## config.mk

```make
export PLATFORM = sky130hd
export DESIGN_NAME = shift_serializer
export DESIGN_NICKNAME = d
export VERILOG_FILES = /design/src/rtl/shifter_pkg.sv /design/src/rtl/shift_fifo.sv /design/src/rtl/shift_serializer.sv
export SDC_FILE = /design/constraint.sdc
export NUM_CORES = 1
export LEC_CHECK = 0
export ABC_AREA = 1
export CORE_UTILIZATION = 30
export DETAILED_ROUTE_END_ITERATION = 12
export GPL_TIMING_DRIVEN = 0
export SETUP_SLACK_MARGIN = 0.2
export SLEW_MARGIN = 20
export SYNTH_ARGS = -nofsm -noshare
export SYNTH_HDL_FRONTEND = slang
export SYNTH_SLANG_ARGS = --single-unit
```

## constraint.sdc

```tcl
create_clock -name clk -period 2.75 [get_ports clk]
set_input_delay 0.825 -clock clk [delete_from_list [all_inputs] [get_ports clk]]
set_output_delay 0.825 -clock clk [all_outputs]
set_load 0.02 [all_outputs]
```

## src/rtl/shifter_pkg.sv

```systemverilog
// Shared FSM state encoding and shift-order constants for the serializer.
// Latency: none; types and constants only.
// Backpressure: none.
package shifter_pkg;

  typedef enum logic {
    ST_IDLE  = 1'b0,
    ST_SHIFT = 1'b1
  } state_e;

  localparam bit ORDER_MSB_FIRST = 1'b0;
  localparam bit ORDER_LSB_FIRST = 1'b1;

endpackage

```

## src/rtl/shift_fifo.sv

```systemverilog
// Word FIFO ahead of the shift register; head is always visible on head_dat.
// Latency: a pushed word is at the head one edge later when the FIFO was empty.
// Backpressure: full is taken from the pointers; a pop never frees a slot in the same cycle.
module shift_fifo #(
  parameter int WIDTH = 8,
  parameter int DEPTH = 4
) (
  input  logic                     clk,
  input  logic                     reset,
  input  logic                     push,
  input  logic [WIDTH-1:0]         push_dat,
  input  logic                     pop,
  output logic [WIDTH-1:0]         head_dat,
  output logic                     full,
  output logic                     empty,
  output logic [$clog2(DEPTH):0]   level
);

  localparam int AW = $clog2(DEPTH);
  localparam logic [AW:0] ONE = (AW+1)'(1);

  logic [WIDTH-1:0] mem_q [DEPTH];
  logic [AW:0]      wptr_q;
  logic [AW:0]      rptr_q;
  logic [AW:0]      level_q;

  // Pointers carry an extra wrap bit so full and empty are distinguishable.
  always_ff @(posedge clk or negedge reset) begin
    if (!reset) begin
      wptr_q  <= '0;
      rptr_q  <= '0;
      level_q <= '0;
    end else begin
      if (push) wptr_q <= wptr_q + ONE;
      if (pop)  rptr_q <= rptr_q + ONE;
      if (push && !pop)      level_q <= level_q + ONE;
      else if (pop && !push) level_q <= level_q - ONE;
    end
  end

  // Storage needs no reset: validity is tracked by the pointers.
  always_ff @(posedge clk) begin
    if (push) mem_q[wptr_q[AW-1:0]] <= push_dat;
  end

  assign head_dat = mem_q[rptr_q[AW-1:0]];
  assign empty    = (wptr_q == rptr_q);
  assign full     = (wptr_q[AW] != rptr_q[AW]) && (wptr_q[AW-1:0] == rptr_q[AW-1:0]);
  assign level    = level_q;

endmodule

```

## src/rtl/shift_serializer.sv

```systemverilog
// Parallel-to-serial shifter fed by a small word FIFO, DIV clocks per bit.
// Latency: word written at edge N drives its first bit after edge N+1.
// Backpressure: in_ready drops while the FIFO holds DEPTH words; held words are never lost.
module shift_serializer
  import shifter_pkg::*;
#(
  parameter int WIDTH        = 8,
  parameter int DEPTH        = 4,
  parameter bit LSB_FIRST    = ORDER_MSB_FIRST,
  parameter bit DIFFERENTIAL = 1'b0,
  parameter int DIV          = 1,
  parameter bit IDLE_LEVEL   = 1'b0
) (
  input  logic                     clk,
  input  logic                     reset,
  input  logic                     in_valid,
  output logic                     in_ready,
  input  logic [WIDTH-1:0]         in_data,
  output logic                     out,
  output logic                     negout,
  output logic                     busy,
  output logic                     empty,
  output logic [$clog2(DEPTH):0]   level
);

  localparam int BW = $clog2(WIDTH);
  localparam int DW = (DIV > 1) ? $clog2(DIV) : 1;
  localparam logic [BW-1:0] BIT_LAST = BW'(WIDTH - 1);
  localparam logic [BW-1:0] BIT_ONE  = BW'(1);
  localparam logic [DW-1:0] DIV_LAST = DW'(DIV - 1);
  localparam logic [DW-1:0] DIV_ONE  = DW'(1);

  state_e           state_q;
  logic [WIDTH-1:0] shreg_q;
  logic [WIDTH-1:0] shreg_d;
  logic [BW-1:0]    bit_q;
  logic [DW-1:0]    div_q;
  logic             out_q;

  logic [WIDTH-1:0] head_dat;
  logic             fifo_full;
  logic             fifo_empty;
  logic             push;
  logic             pop;
  logic             bit_done;
  logic             word_done;

  // Bit that goes on the line first for a freshly loaded word.
  function automatic logic first_bit(input logic [WIDTH-1:0] w);
    return (LSB_FIRST == ORDER_LSB_FIRST) ? w[0] : w[WIDTH-1];
  endfunction

  shift_fifo #(
    .WIDTH (WIDTH),
    .DEPTH (DEPTH)
  ) u_fifo (
    .clk      (clk),
    .reset    (reset),
    .push     (push),
    .push_dat (in_data),
    .pop      (pop),
    .head_dat (head_dat),
    .full     (fifo_full),
    .empty    (fifo_empty),
    .level    (level)
  );

  assign in_ready  = !fifo_full;
  assign push      = in_valid && in_ready;
  assign bit_done  = (div_q == DIV_LAST);
  assign word_done = (state_q == ST_SHIFT) && bit_done && (bit_q == BIT_LAST);
  assign pop       = !fifo_empty && ((state_q == ST_IDLE) || word_done);

  // Rotate so the next bit to send always sits in the first-bit position.
  always_comb begin
    shreg_d = shreg_q;
    if (LSB_FIRST == ORDER_LSB_FIRST) shreg_d = {shreg_q[0], shreg_q[WIDTH-1:1]};
    else                              shreg_d = {shreg_q[WIDTH-2:0], shreg_q[WIDTH-1]};
  end

  // IDLE/SHIFT sequencer with divider and bit counters; reloads with no gap.
  always_ff @(posedge clk or negedge reset) begin
    if (!reset) begin
      state_q <= ST_IDLE;
      shreg_q <= '0;
      bit_q   <= '0;
      div_q   <= '0;
      out_q   <= IDLE_LEVEL;
    end else begin
      case (state_q)
        ST_IDLE: begin
          if (pop) begin
            state_q <= ST_SHIFT;
            shreg_q <= head_dat;
            out_q   <= first_bit(head_dat);
            bit_q   <= '0;
            div_q   <= '0;
          end
        end
        ST_SHIFT: begin
          if (!bit_done) begin
            div_q <= div_q + DIV_ONE;
          end else begin
            div_q <= '0;
            if (bit_q != BIT_LAST) begin
              bit_q   <= bit_q + BIT_ONE;
              shreg_q <= shreg_d;
              out_q   <= first_bit(shreg_d);
            end else if (pop) begin
              bit_q   <= '0;
              shreg_q <= head_dat;
              out_q   <= first_bit(head_dat);
            end else begin
              bit_q   <= '0;
              state_q <= ST_IDLE;
              out_q   <= IDLE_LEVEL;
            end
          end
        end
        default: state_q <= ST_IDLE;
      endcase
    end
  end

  assign out    = out_q;
  assign negout = DIFFERENTIAL ? ~out_q : 1'b0;
  assign busy   = (state_q == ST_SHIFT);
  assign empty  = fifo_empty && (state_q == ST_IDLE);

endmodule
```

After elaboration in Yosys (flattened, before gate mapping)
Memory sizes are Yosys's and may differ from the RTL's.
Cells that the tools add are included.

storage, ports and cells
  bits in writable memories = 32
  memories kept = 1
  bits in registers = 23
  logic and storage cells = 63
  output and inout port bits = 8
  input bits = 11

operators by class
  bitwise logic cells = 2
  multiplexer cells = 24
  eq/ne operators = 7
  reductions and logical operators = 15
  $add $sub $neg = 6

memory list
  memory        depth  width  read ports  clocked after memory_dff  wr ports  RTL line          source
  u_fifo.mem_q  4      8      1           0                         1         shift_fifo.sv:22  logic [WIDTH-1:0] mem_q [DEPTH];

operators with widths
  cell                                                                count
  8-bit two-way mux                                                   3
  8-bit one-hot mux with 2 select lines                               1
  3-bit two-way mux                                                   5
  3-bit by 1-bit adder with 3-bit output, second input constant       4
  1-bit two-way mux                                                   11
  1-bit logical AND                                                   8
  1-bit one-hot mux with 2 select lines                               3
  3-bit one-hot mux with 2 select lines                               1
  1-bit logical NOT                                                   4
  3-bit == test                                                       1
  3-bit == test, second input constant                                1
  3-bit != test, second input constant                                1
  3-bit by 1-bit subtractor with 3-bit output, second input constant  1
  2-bit == test                                                       1
  2-bit by 1-bit != test with 1-bit output, second input constant     1
  2-bit != test, second input constant                                1
  1-bit NOT                                                           2
  2-bit AND reduction                                                 1
  2-bit nonzero test                                                  1
  1-bit adder, second input constant                                  1
  1-bit logical OR                                                    1
  1-bit != test                                                       1

Logic depth before layout (Yosys ltp)
  depth in word-level cells = 9
  depth in mapped cells = 13
  gate-level depth less buffers = 12

Hierarchy
Synthesis repeated with hierarchy kept, for this count alone.

unflattened totals
  cells, all modules = 235
  area, all modules = 2501.1 um2

modules (own cells, without submodules)
  module            instances  sequential area each (um2)  area an instance (um2)  cells each
  shift_fifo        1          1186.1                      1825.5                  155
  shift_serializer  1          325.3                       675.6                   80

Least setup slack after synthesis
Ideal clock, no wire load.

  path kind = reg2reg
  start = register bit_q[0]
  end = register u_fifo.level_q[2], in the netlist u_fifo.level[2]
  library setup time = 0.128 ns
  data required time = 2.622 ns
  stages on the path, launching flop included = 13
  slack = 0.514 ns
  period minus slack after synthesis = 2.236 ns
  arrival time = 2.107 ns
  buffers on the path = 1
  cell sequence = dfrtp_1 ha_1 ha_1 nor2_2 inv_1 nand2_4 buf_12 ha_1 inv_1 fa_1 a21oi_1 o21ai_0 xnor2_1

between the ends
  cells in the longest elaborated chain, start to end = 7
  elaborated cells between the ends (all ways) = 9
  classes of those cells = 1 x eq/ne; 1 x mux; 7 x reduce/logical

RTL lines
  item                                                     RTL line                 source
  start, declared                                          shift_serializer.sv:36   logic [BW-1:0] bit_q;
  start signal, assigned                                   shift_serializer.sv:106  bit_q <= bit_q + BIT_ONE;
  3-bit == test *                                          shift_serializer.sv:71   assign word_done = (state_q == ST_SHIFT) && bit_done && (bit_q == BIT_LAST);
  1-bit logical AND *                                      shift_serializer.sv:71
  1-bit logical OR *                                       shift_serializer.sv:72   assign pop = !fifo_empty && ((state_q == ST_IDLE) || word_done);
  1-bit logical AND *                                      shift_serializer.sv:72
  1-bit logical NOT                                        shift_fifo.sv:36         if (push && !pop) level_q <= level_q + ONE;
  1-bit logical AND                                        shift_fifo.sv:36
  3-bit two-way mux or 2-bit nonzero test (tied branches)  n/a
  end signal, assigned                                     shift_fifo.sv:36
  end signal, assigned                                     shift_fifo.sv:37         else if (pop && !push) level_q <= level_q - ONE;
  end, declared                                            shift_fifo.sv:25         logic [AW:0] level_q;

Mark *: on every way between the ends. The rest lies on a longest branch, timed or not.
A chain may end at the register's enable or synchronous reset.

Worst setup path after layout
  start = register u_fifo.rptr_q[0]
  end = output in_ready

between the ends
  cells in the longest elaborated chain, start to end = 3

RTL lines
  item                    RTL line                source
  start, declared         shift_fifo.sv:24        logic [AW:0] rptr_q;
  start signal, assigned  shift_fifo.sv:35        if (pop) rptr_q <= rptr_q + ONE;
  2-bit == test           shift_fifo.sv:48        assign full = (wptr_q[AW] != rptr_q[AW]) && (wptr_q[AW-1:0] == rptr_q[AW-1:0]);
  1-bit logical AND       shift_fifo.sv:48
  1-bit logical NOT       shift_serializer.sv:68  assign in_ready = !fifo_full;
  end, declared           shift_serializer.sv:17  output logic in_ready,

No other way between the ends.

==> results.yml <==
status:
  run_status: "finished clean"
power:
  p_per_area_mw_per_mm2: 1080
  irDropWorstVdd_mv: 0.318
  p_total_w: 0.00306
  p_leak_nw: 1.12
synth:
  synthCells: 209
  synth.most_common_cell: "nand2_1"
  ys_top_cells_by_area: "edfxtp_1 39%, dfrtp_1 23%, nand2_1 5.1%"
  yosysWarnings: 0
  synth_common_cells: "33 x nand2_1, 32 x edfxtp_1, 26 x nor2_1"
  synth-edff-count: 32
  yosys.area.top_type: "edfxtp_1"
  syn-num-nets: 229
  synth_async_sr_flop_share: 0.407
  syn_area_per_cell_sq_um: 11.7
  yosysUniqueCellTypes: 31
  yosysSeqAreaShare: 0.620
  synth-seq-cells: 54
  synth_ff_type: "edfxtp_1"
  synth.cell_area_sq_mm: 0.00244
  synth_top_area_frac: 0.394
cells_and_area:
  drive_gt1_frac: 0.167
  areaGrowthSynthToFinish_pct: 16.1
  n_antenna_cell: 0
  final_util: 0.362
  fin_nets: 253
setup_path:
  crit_chain: "buf_6 -> inv_8 -> nand2_2 -> nand2_2 -> nand4_2 -> dlygate4sd2_1"
  end_kind: "output pin"
  cp_max_fo: 9
  crit_buf_inv: 3
  r2r_start: "bit_q[0]"
  cpMostUsedCell: "nand2_2"
  worst_setup_path_start_kind: "flop"
  critPathKind: "reg -> out"
  startpoint: "u_fifo.rptr_q[0]"
  slowest_stage: "dfrtp_1"
  required_ps: 1930
  critPathMaxStageDelay_ps: 410
  crit_family: "buffers and inverters"
  cp.arrival_ps: 1630
grt:
  grt_pass1_vias: 1514
  grt_max_degree: 23
  overflow: 0
  grt_pass1_wl_microns: 7360
  antenna_found_initial: 0
  track_usage: 0.115
sta:
  period_needed_ps: 2460
  slew_violations: 0
  finalSetupTns_ps: 0
  setup_violations: 0
  worst_slew_pin_slew_ps: 921
  worst_slack_ps: 293
  hold_ws_ps: 467
  rsz0062_at_grt: "true"
  fmax_ghz: 0.407
  fin_skew_ps: 5.32
  fin_crit_sh: 0.894
  slew_headroom: 0.384
  hold_violations: 0
floorplan:
  die_h_microns: 92.1
  die_area_sq_mm: 0.00849
  start_util: 0.312
  core_region_area_sq_mm: 0.00781
  io_pins: 19
  die_w_microns: 92.1
  fp-row-count: 32
run:
  maxCapViolations: 0
clock_network:
  tritoncts: "yes"
  path_clk_slew_ps: 90
  postCtsHoldBufs: 0
  h-tree-depth: 2
  clkLatencyLatePin_ps: 310
  clk_path_buf_depth: 2
  post-cts-setup-buffers: 0
  root_buffer: "clkbuf_8"
  numCtsBuffers: 5
  clock-sinks: 54
min_path:
  hold_path.class: "in -> async"
placement:
  port_buffers: 17
  place_congestion: 0.722
  post-place-ws_ps: 131
  dp_hpwl_microns: 2990
routing:
  drc: 0
  routed_wl_microns: 4440
  avgViaCountPerCell: 4.53
  routedWlPerCell_microns: 13.2
  ant_nets: 0
  drt-initial-drc-count: 76
  drt_first_pass_iters: 4
  vias: 1522
-- kinds of logic (layout without fill, tap and decap cells) --
logic type      count (synthesis)  after routing  synth area share
simple gates                   84             84             0.164
compound gates                 30             30            0.0760
mux                             1              1           0.00462
buf+inv                        25             50            0.0631
other cells                     1              1           0.00154
flops                          54             54             0.620
xor+xnor                        5              5            0.0211
fa+ha+maj                       9              9            0.0493
-- per-layer routing --
metal | vias up | GRT usage | wire length [microns]
met5 | - | 0 | 0
met4 | 0 | 0.0560 | 70
met3 | 8 | 0.0274 | 150
met2 | 23 | 0.189 | 2190
met1 | 736 | 0.140 | 2030
li1 | 755 | - | -
-- stage by stage --
step	std cells	area [sq um]
after global routing	336	2830
after global placement	328	2740
after floorplan	209	2440
after detailed placement	328	2740
after CTS	336	2830
final	336	2830
-- layout by cell type, fill, tap and decap left out, types with 2 or more instances in the layout --
master and count:
a21oi_1 5, a21oi_2 3, a22o_1 2, buf_2 3
buf_6 3, clkbuf_8 6, clkdlybuf4s50_1 14, clkinv_4 2
dfrtp_1 22, edfxtp_1 32, ha_1 8, inv_1 13
inv_2 3, inv_8 2, nand2_1 33, nand2_2 2
nand2_4 3, nand3_1 13, nand4_2 2, nor2_1 26
nor2_2 2, o21ai_0 8, o22ai_1 10, xnor2_1 2
xor2_1 2
-- timing repair --
action	4_1_cts	5_1_grt
resized for setup	2	5
cloned	0	0
setup endpoints to repair	2	2
pin swaps	0	0
-- sequential cells by signal (all words and copies together) (netlist names) --
name and count:
u_fifo.level 3, u_fifo.mem_q 32, out 1, shreg_q 8
bit_q 3, busy 1, u_fifo.wptr_q 3, u_fifo.rptr_q 3
-- final cells by class --
class,instances,area [sq um]
plain buffers,7,71.3
clock buffers,6,82.6
clock inverters,2,17.5
fillers,765,4980
inverters,18,82.6
multi-input cells,130,777
flip-flops and latches,54,1510
well taps,102,128
repair buffers,17,159
-- final timing paths --
kind	cells after the start	slack, ps	to
min in group clk	1	480	u_fifo.level[2]
max	6	290	in_ready
max reg2reg	12	390	u_fifo.level[2]
min reg2reg	1	480	u_fifo.level[2]
min	1	470	bit_q[0]
max in group asynchronous	1	1940	u_fifo.wptr_q[2]
-- power by group --
| group | switching [W] | leakage (nW) | internal, W |
|---|---|---|---|
| clock network | 0.000262 | 0.0514 | 0.000208 |
| logic | 0.000794 | 0.522 | 0.000530 |
| registers | 0.000137 | 0.543 | 0.00113 |
| total | 0.00119 | 1.12 | 0.00187 |
(Power assumes the default switching activity.)
